<file path="config.mk">
export PLATFORM = sky130hd
export DESIGN_NAME = div_request_sequencer
export DESIGN_NICKNAME = d
export VERILOG_FILES = /design/src/rtl/div_request_sequencer.sv
export SDC_FILE = /design/constraint.sdc
export NUM_CORES = 1
export LEC_CHECK = 0
export BUFFER_PORTS_ARGS = -buffer_cell sky130_fd_sc_hd__buf_4
export CORE_UTILIZATION = 51
export CTS_CLUSTER_SIZE = 20
export DETAILED_ROUTE_END_ITERATION = 8
export PLACE_DENSITY = 0.73
export REMOVE_ABC_BUFFERS = 1
export SYNTH_ARGS = -nofsm -noshare
export SYNTH_HDL_FRONTEND = slang
export SYNTH_SLANG_ARGS = --single-unit
</file>
<file path="constraint.sdc">
create_clock -name clk -period 2.3 [get_ports clk]
set_input_delay 0.69 -clock clk [delete_from_list [all_inputs] [get_ports clk]]
set_output_delay 0.69 -clock clk [all_outputs]
set_load 0.05 [all_outputs]
</file>
<file path="src/rtl/div_request_sequencer.sv">
// Request FIFO and single-outstanding issue controller for the Q4.4 Goldschmidt divider.
// Zero denominators are answered locally, and a hung divider is cut off by a timeout.
module div_request_sequencer #(
  parameter int DEPTH   = 4,
  parameter int TAG_W   = 4,
  parameter int TIMEOUT = 64
) (
  input  logic                   clk,
  input  logic                   rst,
  input  logic                   in_valid,
  output logic                   in_ready,
  input  logic [7:0]             in_num,
  input  logic [7:0]             in_den,
  input  logic [TAG_W-1:0]       in_tag,
  output logic                   div_start,
  output logic [7:0]             div_num,
  output logic [7:0]             div_den,
  input  logic [7:0]             div_quot,
  input  logic                   div_valid,
  input  logic                   div_error,
  output logic                   out_valid,
  input  logic                   out_ready,
  output logic [7:0]             out_quot,
  output logic                   out_error,
  output logic                   out_timeout,
  output logic [TAG_W-1:0]       out_tag,
  output logic                   busy,
  output logic [$clog2(DEPTH):0] fifo_count
);
  localparam int PW = $clog2(DEPTH);
  localparam int CW = PW + 1;
  localparam int TW = $clog2(TIMEOUT + 1);

  typedef struct packed {
    logic [7:0]       num;
    logic [7:0]       den;
    logic [TAG_W-1:0] tag;
  } req_t;

  typedef enum logic [1:0] {IDLE, ISSUE, WAIT, RESP} state_t;

  req_t             mem [DEPTH];
  logic [PW-1:0]    wr_ptr, rd_ptr;
  logic [CW-1:0]    count;
  req_t             head;
  state_t           state;
  logic [TW-1:0]    tmo_cnt;
  logic [TAG_W-1:0] cur_tag;
  logic             push, pop;

  assign head       = mem[rd_ptr];
  assign in_ready   = (count < CW'(DEPTH));
  assign push       = in_valid && in_ready;
  assign pop        = (state == IDLE) && (count != '0);
  assign busy       = (state != IDLE) || (count != '0);
  assign fifo_count = count;

  always_ff @(posedge clk) begin
    if (push) mem[wr_ptr] <= '{num: in_num, den: in_den, tag: in_tag};
  end

  // Pointers wrap naturally since DEPTH is a power of two.
  always_ff @(posedge clk) begin
    if (rst) begin
      wr_ptr <= '0;
      rd_ptr <= '0;
      count  <= '0;
    end else begin
      if (push) wr_ptr <= wr_ptr + 1'b1;
      if (pop)  rd_ptr <= rd_ptr + 1'b1;
      count <= count + CW'(push) - CW'(pop);
    end
  end

  always_ff @(posedge clk) begin
    if (rst) begin
      state       <= IDLE;
      tmo_cnt     <= '0;
      cur_tag     <= '0;
      div_start   <= 1'b0;
      div_num     <= '0;
      div_den     <= '0;
      out_valid   <= 1'b0;
      out_quot    <= '0;
      out_error   <= 1'b0;
      out_timeout <= 1'b0;
      out_tag     <= '0;
    end else begin
      case (state)
        IDLE: begin
          if (pop) begin
            if (head.den == 8'h00) begin
              // Saturate toward the sign of the numerator; divider stays idle.
              out_quot    <= head.num[7] ? 8'h80 : 8'h7F;
              out_error   <= 1'b1;
              out_timeout <= 1'b0;
              out_tag     <= head.tag;
              out_valid   <= 1'b1;
              state       <= RESP;
            end else begin
              div_num   <= head.num;
              div_den   <= head.den;
              cur_tag   <= head.tag;
              div_start <= 1'b1;
              state     <= ISSUE;
            end
          end
        end
        ISSUE: begin
          div_start <= 1'b0;
          tmo_cnt   <= '0;
          state     <= WAIT;
        end
        WAIT: begin
          tmo_cnt <= tmo_cnt + 1'b1;
          // First WAIT cycle (tmo_cnt==0) may still see the previous op's valid.
          if (tmo_cnt != '0 && div_valid) begin
            out_quot    <= div_quot;
            out_error   <= div_error;
            out_timeout <= 1'b0;
            out_tag     <= cur_tag;
            out_valid   <= 1'b1;
            state       <= RESP;
          end else if (tmo_cnt == TW'(TIMEOUT - 1)) begin
            out_quot    <= 8'h00;
            out_error   <= 1'b1;
            out_timeout <= 1'b1;
            out_tag     <= cur_tag;
            out_valid   <= 1'b1;
            state       <= RESP;
          end
        end
        RESP: begin
          if (out_ready) begin
            out_valid <= 1'b0;
            state     <= IDLE;
          end
        end
        default: state <= IDLE;
      endcase
    end
  end
endmodule
</file>
==> results of run 1 <==
## registers in the layout, summed over array words and instances, names as in the netlist, named ones only
signal and cells:
out_timeout 1, fifo_count 3, div_num 8, state 2, cur_tag 4, out_valid 1
rd_ptr 2, out_quot 8, div_start 1, out_tag 4, out_error 1, wr_ptr 2
mem 80, div_den 8, tmo_cnt 7
## report_power, final
| group | internal (mW) | switching [mW] | leakage (nW) | total, mW |
|---|---|---|---|---|
| clock network | 1.56 | 1.01 | 0.274 | 2.57 |
| logic | 1.38 | 1.98 | 1.12 | 3.36 |
| registers | 2.96 | 0.233 | 1.17 | 3.20 |
| total | 5.90 | 3.23 | 2.57 | 9.13 |
## cell families after synthesis
| logic type | after synthesis | share of synthesized area (%) |
|---|---|---|
| mux | 44 | 12.9 |
| flops | 134 | 65.2 |
| compound gates | 51 | 6.39 |
| xor+xnor | 9 | 1.47 |
| fa+ha+maj | 13 | 3.18 |
| buf+inv | 34 | 2.86 |
| simple gates | 82 | 7.98 |
## cell usage after synthesis, drive strengths merged
| cell | n |
|---|---|
| a211oi | 7 |
| a21o | 1 |
| a21oi | 24 |
| a311oi | 6 |
| a31o | 1 |
| a31oi | 2 |
| a41oi | 1 |
| and2 | 5 |
| buf | 10 |
| clkbuf | 11 |
| dfxtp | 54 |
| edfxtp | 80 |
| fa | 1 |
| ha | 12 |
| inv | 13 |
| mux2i | 24 |
| mux4 | 20 |
| nand2 | 13 |
| nand2b | 4 |
| nand3 | 3 |
| nand4 | 3 |
| nor2 | 38 |
| nor2b | 4 |
| nor3 | 4 |
| nor4 | 2 |
| nor4b | 1 |
| o21a | 2 |
| o21ai | 4 |
| o31a | 1 |
| o31ai | 1 |
| o41ai | 1 |
| or3 | 2 |
| or4 | 2 |
| or4b | 1 |
| xnor2 | 4 |
| xor2 | 5 |
## worst max-delay path, delay by kind of cell (launching register included)
kind	cells	cell delay [ps]
flops	1	350
buf+inv	2	330
simple gates	2	780
compound gates	2	250
mux	1	550
## how the worst max path moves through the flow
stage | startpoint | end | slack (ps) | cells past startpoint
floorplan | register | cur_tag[0]$_SDFFE_PP0P_ | -1190 | 5
global placement | register | out_timeout$_SDFFE_PP0P_ | -70 | 6
detailed placement | register | out_quot[3]$_SDFFE_PP0P_ | -130 | 6
CTS | register | div_den[5]$_SDFFE_PP0P_ | -10 | 7
global route | register | out_tag[3]$_SDFFE_PP0P_ | -130 | 8
finish | register | out_valid$_SDFFE_PP0P_ | -40 | 7
## layout make-up
type	count	area, um^2
clock inverters	13	146
well taps	136	170
inverters	13	48.8
multi-input cells	199	1740
fillers	716	3360
flip-flops and latches	134	3490
clock buffers	19	422
repair buffers	98	855
## layer usage
| metal | routed length (um) | GRT usage (%) | up-vias |
|---|---|---|---|
| met5 | 0 | 0 | - |
| met4 | 30 | 6.94 | 0 |
| met3 | 583 | 5.64 | 2 |
| met2 | 5450 | 34.5 | 121 |
| met1 | 4340 | 25.3 | 1624 |
| li1 | - | - | 1568 |
## stage by stage
| step | setup WS, ps | power, mW | cells | instance area, um^2 |
|---|---|---|---|---|
| floorplan | -1190 | 5.38 | 346 | 5240 |
| global placement | -68.4 | 6.35 | 572 | 6180 |
| CTS | -11.4 | 9.14 | 610 | 6830 |
| finish | -40.6 | 9.13 | 612 | 6870 |
| detailed placement | -135 | 6.42 | 572 | 6180 |
| global route | -132 | 9.56 | 612 | 6870 |
## repair_timing
item,4_1_cts,5_1_grt
pin swaps,3,8
setup buffers,6,2
resized for setup,8,6
setup endpoints to repair,37,38
==> impl_metrics.tcl, run 1 <==
set metrics [dict create \
    status "complete, but fails checks" \
    violations "negative setup slack" \
    htreeDepth 4 \
    worstMarginPinSlew_ps 922 \
    period_minus_slack_ps 2340 \
    areaGrowthSynthToFinish_pct 28.6 \
    num_rows 37 \
    slew_headroom_pct 38.4 \
    cts_buffer_depth 2 \
    drtIter0Drc 167 \
    start_util_pct 52.2 \
    hp-class "in2reg" \
    max_stage_delay_ps 550 \
    synth_top_cell_area_share_pct 45.0 \
    synthTopCellsByArea "edfxtp_1, dfxtp_1, mux4_2" \
    cp_cell_sequence "buf_6, mux4_2, nor4_4, buf_4, a21oi_2, or4_1, a21oi_1" \
    nets 510 \
    numCtsBuffers 17 \
    rsz0062_at_grt "true" \
    clock-sinks 134 \
    clk_pin_slew_ps 60 \
    gp_congestion 0.751 \
    die_height_um 104 \
    antenna_cells 0 \
    grt_max_degree 37 \
    layout_commonest_cell "buf_4" \
    critPathLaunchType "register" \
    critical_path_arrival_ps 2780 \
    final_cell_mix "buf_4, edfxtp_1, dfxtp_1, nor2_1, mux2i_1" \
    reg2reg_depth 7 \
    syn_inst 367 \
    worst_setup_path_end_kind "register" \
    clock_latency_ps 520 \
    hold_violations 0 \
    drc 0 \
    grt_pass1_vias 3298 \
    cp_slowest_cell "mux4_2" \
    power-per-cell-area_nw_per_um2 1330 \
    setup_ws_ps -40.6 \
    drive_gt1_share_pct 34.2 \
    fmax_mhz 427 \
    skew_ps 15.2 \
    synth_area_per_cell_um2 14.6 \
    die-area_um2 10900 \
    path_class "reg2reg" \
    root_buffer "clkbuf_8" \
    track_usage_pct 20.4 \
    yosysSeqAreaShare_pct 65.2 \
    core_um2 10200 \
    holdBufCountCts 0 \
    grt_pass1_wl_mm 16.7 \
    synthDistinctLibCells 44 \
    ys_warn_count 0 \
    whs_endpoint "mem[2][18]$_DFFE_PP_" \
    maxSlewViolCount 0 \
    drt-total-wl_mm 10.4 \
    io_buffer_count 70 \
    r2r_slack_ps -40 \
    r2r-end "out_valid$_SDFFE_PP0P_" \
    max-vdd-ir-drop_uv 792 \
    io_pins 71 \
    fp.dieW_um 104 \
    netlist_area_um2 5340 \
    antenna_found_initial 0 \
    whs_path_depth 1 \
    final_core_util_pct 67.2 \
    vias 3315 \
    yosys_register_bits 134 \
    cp_max_fo 6 \
    p_leak_nw 2.57 \
    fin_crit_sh_pct 102 \
    min-delay-start "in_num[6]" \
    viasPerCell 5.42 \
    grt-ovfl-total 0 \
    critical_path_required_ps 2740 \
    setup-violations-final 3 \
    firstDrtPassIters 4 \
    max_cap_violations 0 \
    holdWs_ps 371 \
    wl_per_cell_um 17.0 \
    ant_nets 0 \
    synth_top_area_cell "edfxtp_1" \
    cts_tree "built" \
    finalSetupTns_ps -87.6 \
    hpwl_mm 6.59 \
]
Power figures use the tool's default switching activity.
==> inputs of run 2 (changes only) <==
- CORE_UTILIZATION: 51 -> 54
- CTS_BUF_LIST: unset -> sky130_fd_sc_hd__clkbuf_2
- PLACE_DENSITY: 0.73 -> 0.76
==> impl_metrics.tcl, run 2 (synthesized netlist as in run 1, its figures left out) <==
set metrics [dict create \
    r2r_slack_ps 60 \
    grt-ovfl-total 0 \
    hold_violations 0 \
    max_stage_delay_ps 520 \
    seq_power_share_pct 39.1 \
    regMostFlops "mem" \
    holdBufCountCts 0 \
    firstDrtPassIters 4 \
    track_usage_pct 21.8 \
    die-area_um2 10300 \
    nets 517 \
    num_rows 35 \
    drt-total-wl_mm 10.7 \
    critPathLaunchType "register" \
    status "finished, final reports clean" \
    hp-class "in2reg" \
    areaGrowthSynthToFinish_pct 25.0 \
    drc 0 \
    wl_per_cell_um 17.4 \
    r2r-end "out_timeout$_SDFFE_PP0P_" \
    whs_endpoint "mem[2][14]$_DFFE_PP_" \
    critical_path_depth 7 \
    grt_pass1_vias 3374 \
    critical_path_required_ps 2940 \
    clk_pin_slew_ps 240 \
    power-per-cell-area_nw_per_um2 1220 \
    numCtsBuffers 17 \
    max_cap_violations 0 \
    setup-violations-final 0 \
    cp_max_fo 4 \
    switching_share_pct 41.1 \
    fmax_mhz 447 \
    holdWs_ps 182 \
    combPwrFrac_pct 44.4 \
    maxSlewViolCount 0 \
    cp_top_family "simple AND/OR/NAND/NOR gates" \
    reg2reg_depth 7 \
    vias 3336 \
    htreeDepth 4 \
    max-vdd-ir-drop_uv 1060 \
    multi_input_area_um2 1840 \
    grt_max_degree 28 \
    die_height_um 101 \
    cp_slowest_cell "or4_4" \
    pwr-share-clk_pct 16.5 \
    drtIter0Drc 192 \
    final_cell_mix "buf_4, edfxtp_1, dfxtp_1, nor2_1, mux2i_1" \
    viasPerCell 5.45 \
    cts_buffer_depth 2 \
    critPathBufInv 2 \
    worst_setup_path_end_kind "register" \
    drive_gt1_share_pct 39.1 \
    worstMarginPinSlew_ps 562 \
    min-delay-start "in_num[2]" \
    ff_latch_area_um2 3500 \
    clock-sinks 134 \
    path_class "reg2reg" \
    nFillCells 633 \
    largest_reg_flops 80 \
    fin_crit_sh_pct 97.3 \
    io_buffer_count 70 \
    slew_headroom_pct 62.4 \
    r2r-start "tmo_cnt[0]$_SDFFE_PP0P_" \
    rsz0062_at_grt "true" \
    root_buffer "clkbuf_2" \
    p_leak_nw 2.48 \
    finalSetupTns_ps 0 \
    ant_nets 0 \
    gp_congestion 0.766 \
    cts_tree "built" \
    cp_cell_sequence "inv_1, ha_1, or4b_1, o31a_1, buf_4, or4_4, a21oi_2" \
    skew_ps 35.0 \
    antenna_cells 0 \
    layout_commonest_cell "buf_4" \
    p_switching_mw 3.34 \
    fp.dieW_um 101 \
    start_util_pct 56.8 \
    place_inst 560 \
    antenna_found_initial 0 \
    clock_latency_ps 680 \
    io_pins 71 \
    core_um2 9420 \
    period_minus_slack_ps 2240 \
    post_layout_nonfiller_instances 612 \
    grt_pass1_wl_mm 16.3 \
    hpwl_mm 6.45 \
    whs_path_depth 1 \
    critical_path_arrival_ps 2880 \
    internal_power_mw 4.80 \
]
-- run 2: cell count changes in the layout (fill, tap and decap cells not counted), sizes merged --
| cell | before | now |
|---|---|---|
| inv | 17 | 21 |
| buf | 98 | 103 |
| bufinv | 2 | 0 |
| a21oi | 24 | 26 |
| clkbuf | 19 | 17 |
-- run 2: final cells by class --
class	count	area share (%)
inverter	13	0.731
clock inverter	15	2.34
sequential	134	52.3
clock buffer	17	1.27
multi-input combinational	201	27.6
tap	129	2.42
timing repair buffer	103	13.3
-- run 2: power by group through the flow --
stage	logic (mW)	clock network, mW	registers, mW
5_1_grt	3.85	1.49	3.22
3_5_place_dp	3.18	0	3.22
4_1_cts	3.38	1.37	3.18
6_report	3.62	1.34	3.18
3_3_place_gp	3.11	0	3.20
2_1_floorplan	1.50	0	3.88
-- run 2: worst register-to-register path: cells and delay by family (launching register included) --
| kind | cells | cell delay (ps) |
|---|---|---|
| simple gates | 2 | 970 |
| compound gates | 2 | 470 |
| flops | 1 | 380 |
| buf+inv | 2 | 230 |
| fa+ha+maj | 1 | 150 |
-- run 2: timing repair --
item	CTS	global route
setup buffers	8	11
gates cloned	1	1
pin swaps	6	16
resized for setup	19	20
endpoints found under the setup margin	27	32
-- run 2: through the flow --
step	utilization, %	power [mW]	worst slack, ps	area (um^2)
3_5_place_dp	65.2	6.40	-84.6	6140
3_3_place_gp	65.2	6.32	-14.2	6140
2_1_floorplan	-	5.38	-1190	5240
5_1_grt	70.9	8.56	-53.1	6680
4_1_cts	69.2	7.93	-37.1	6510
6_report	70.9	8.14	62.3	6680
-- run 2: metal layers --
metal	wire [um]	vias to the layer above	share of wire (%)	global-route usage, %
li1	-	1582	-	-
met1	4420	1637	41	26.3
met2	5520	104	52	37.3
met3	597	13	5.6	6.56
met4	116	0	1.1	8.03
met5	0	-	0	0
-- run 2: worst max-delay path by stage --
stage | from | endpoint
after floorplan | register | cur_tag[0]$_SDFFE_PP0P_
after global placement | register | out_timeout$_SDFFE_PP0P_
after detailed placement | register | out_timeout$_SDFFE_PP0P_
after CTS | state[0]$_SDFFE_PP0P_ | busy
after global routing | fifo_count[0]$_SDFF_PP0_ | busy
final | tmo_cnt[0]$_SDFFE_PP0P_ | out_timeout$_SDFFE_PP0P_
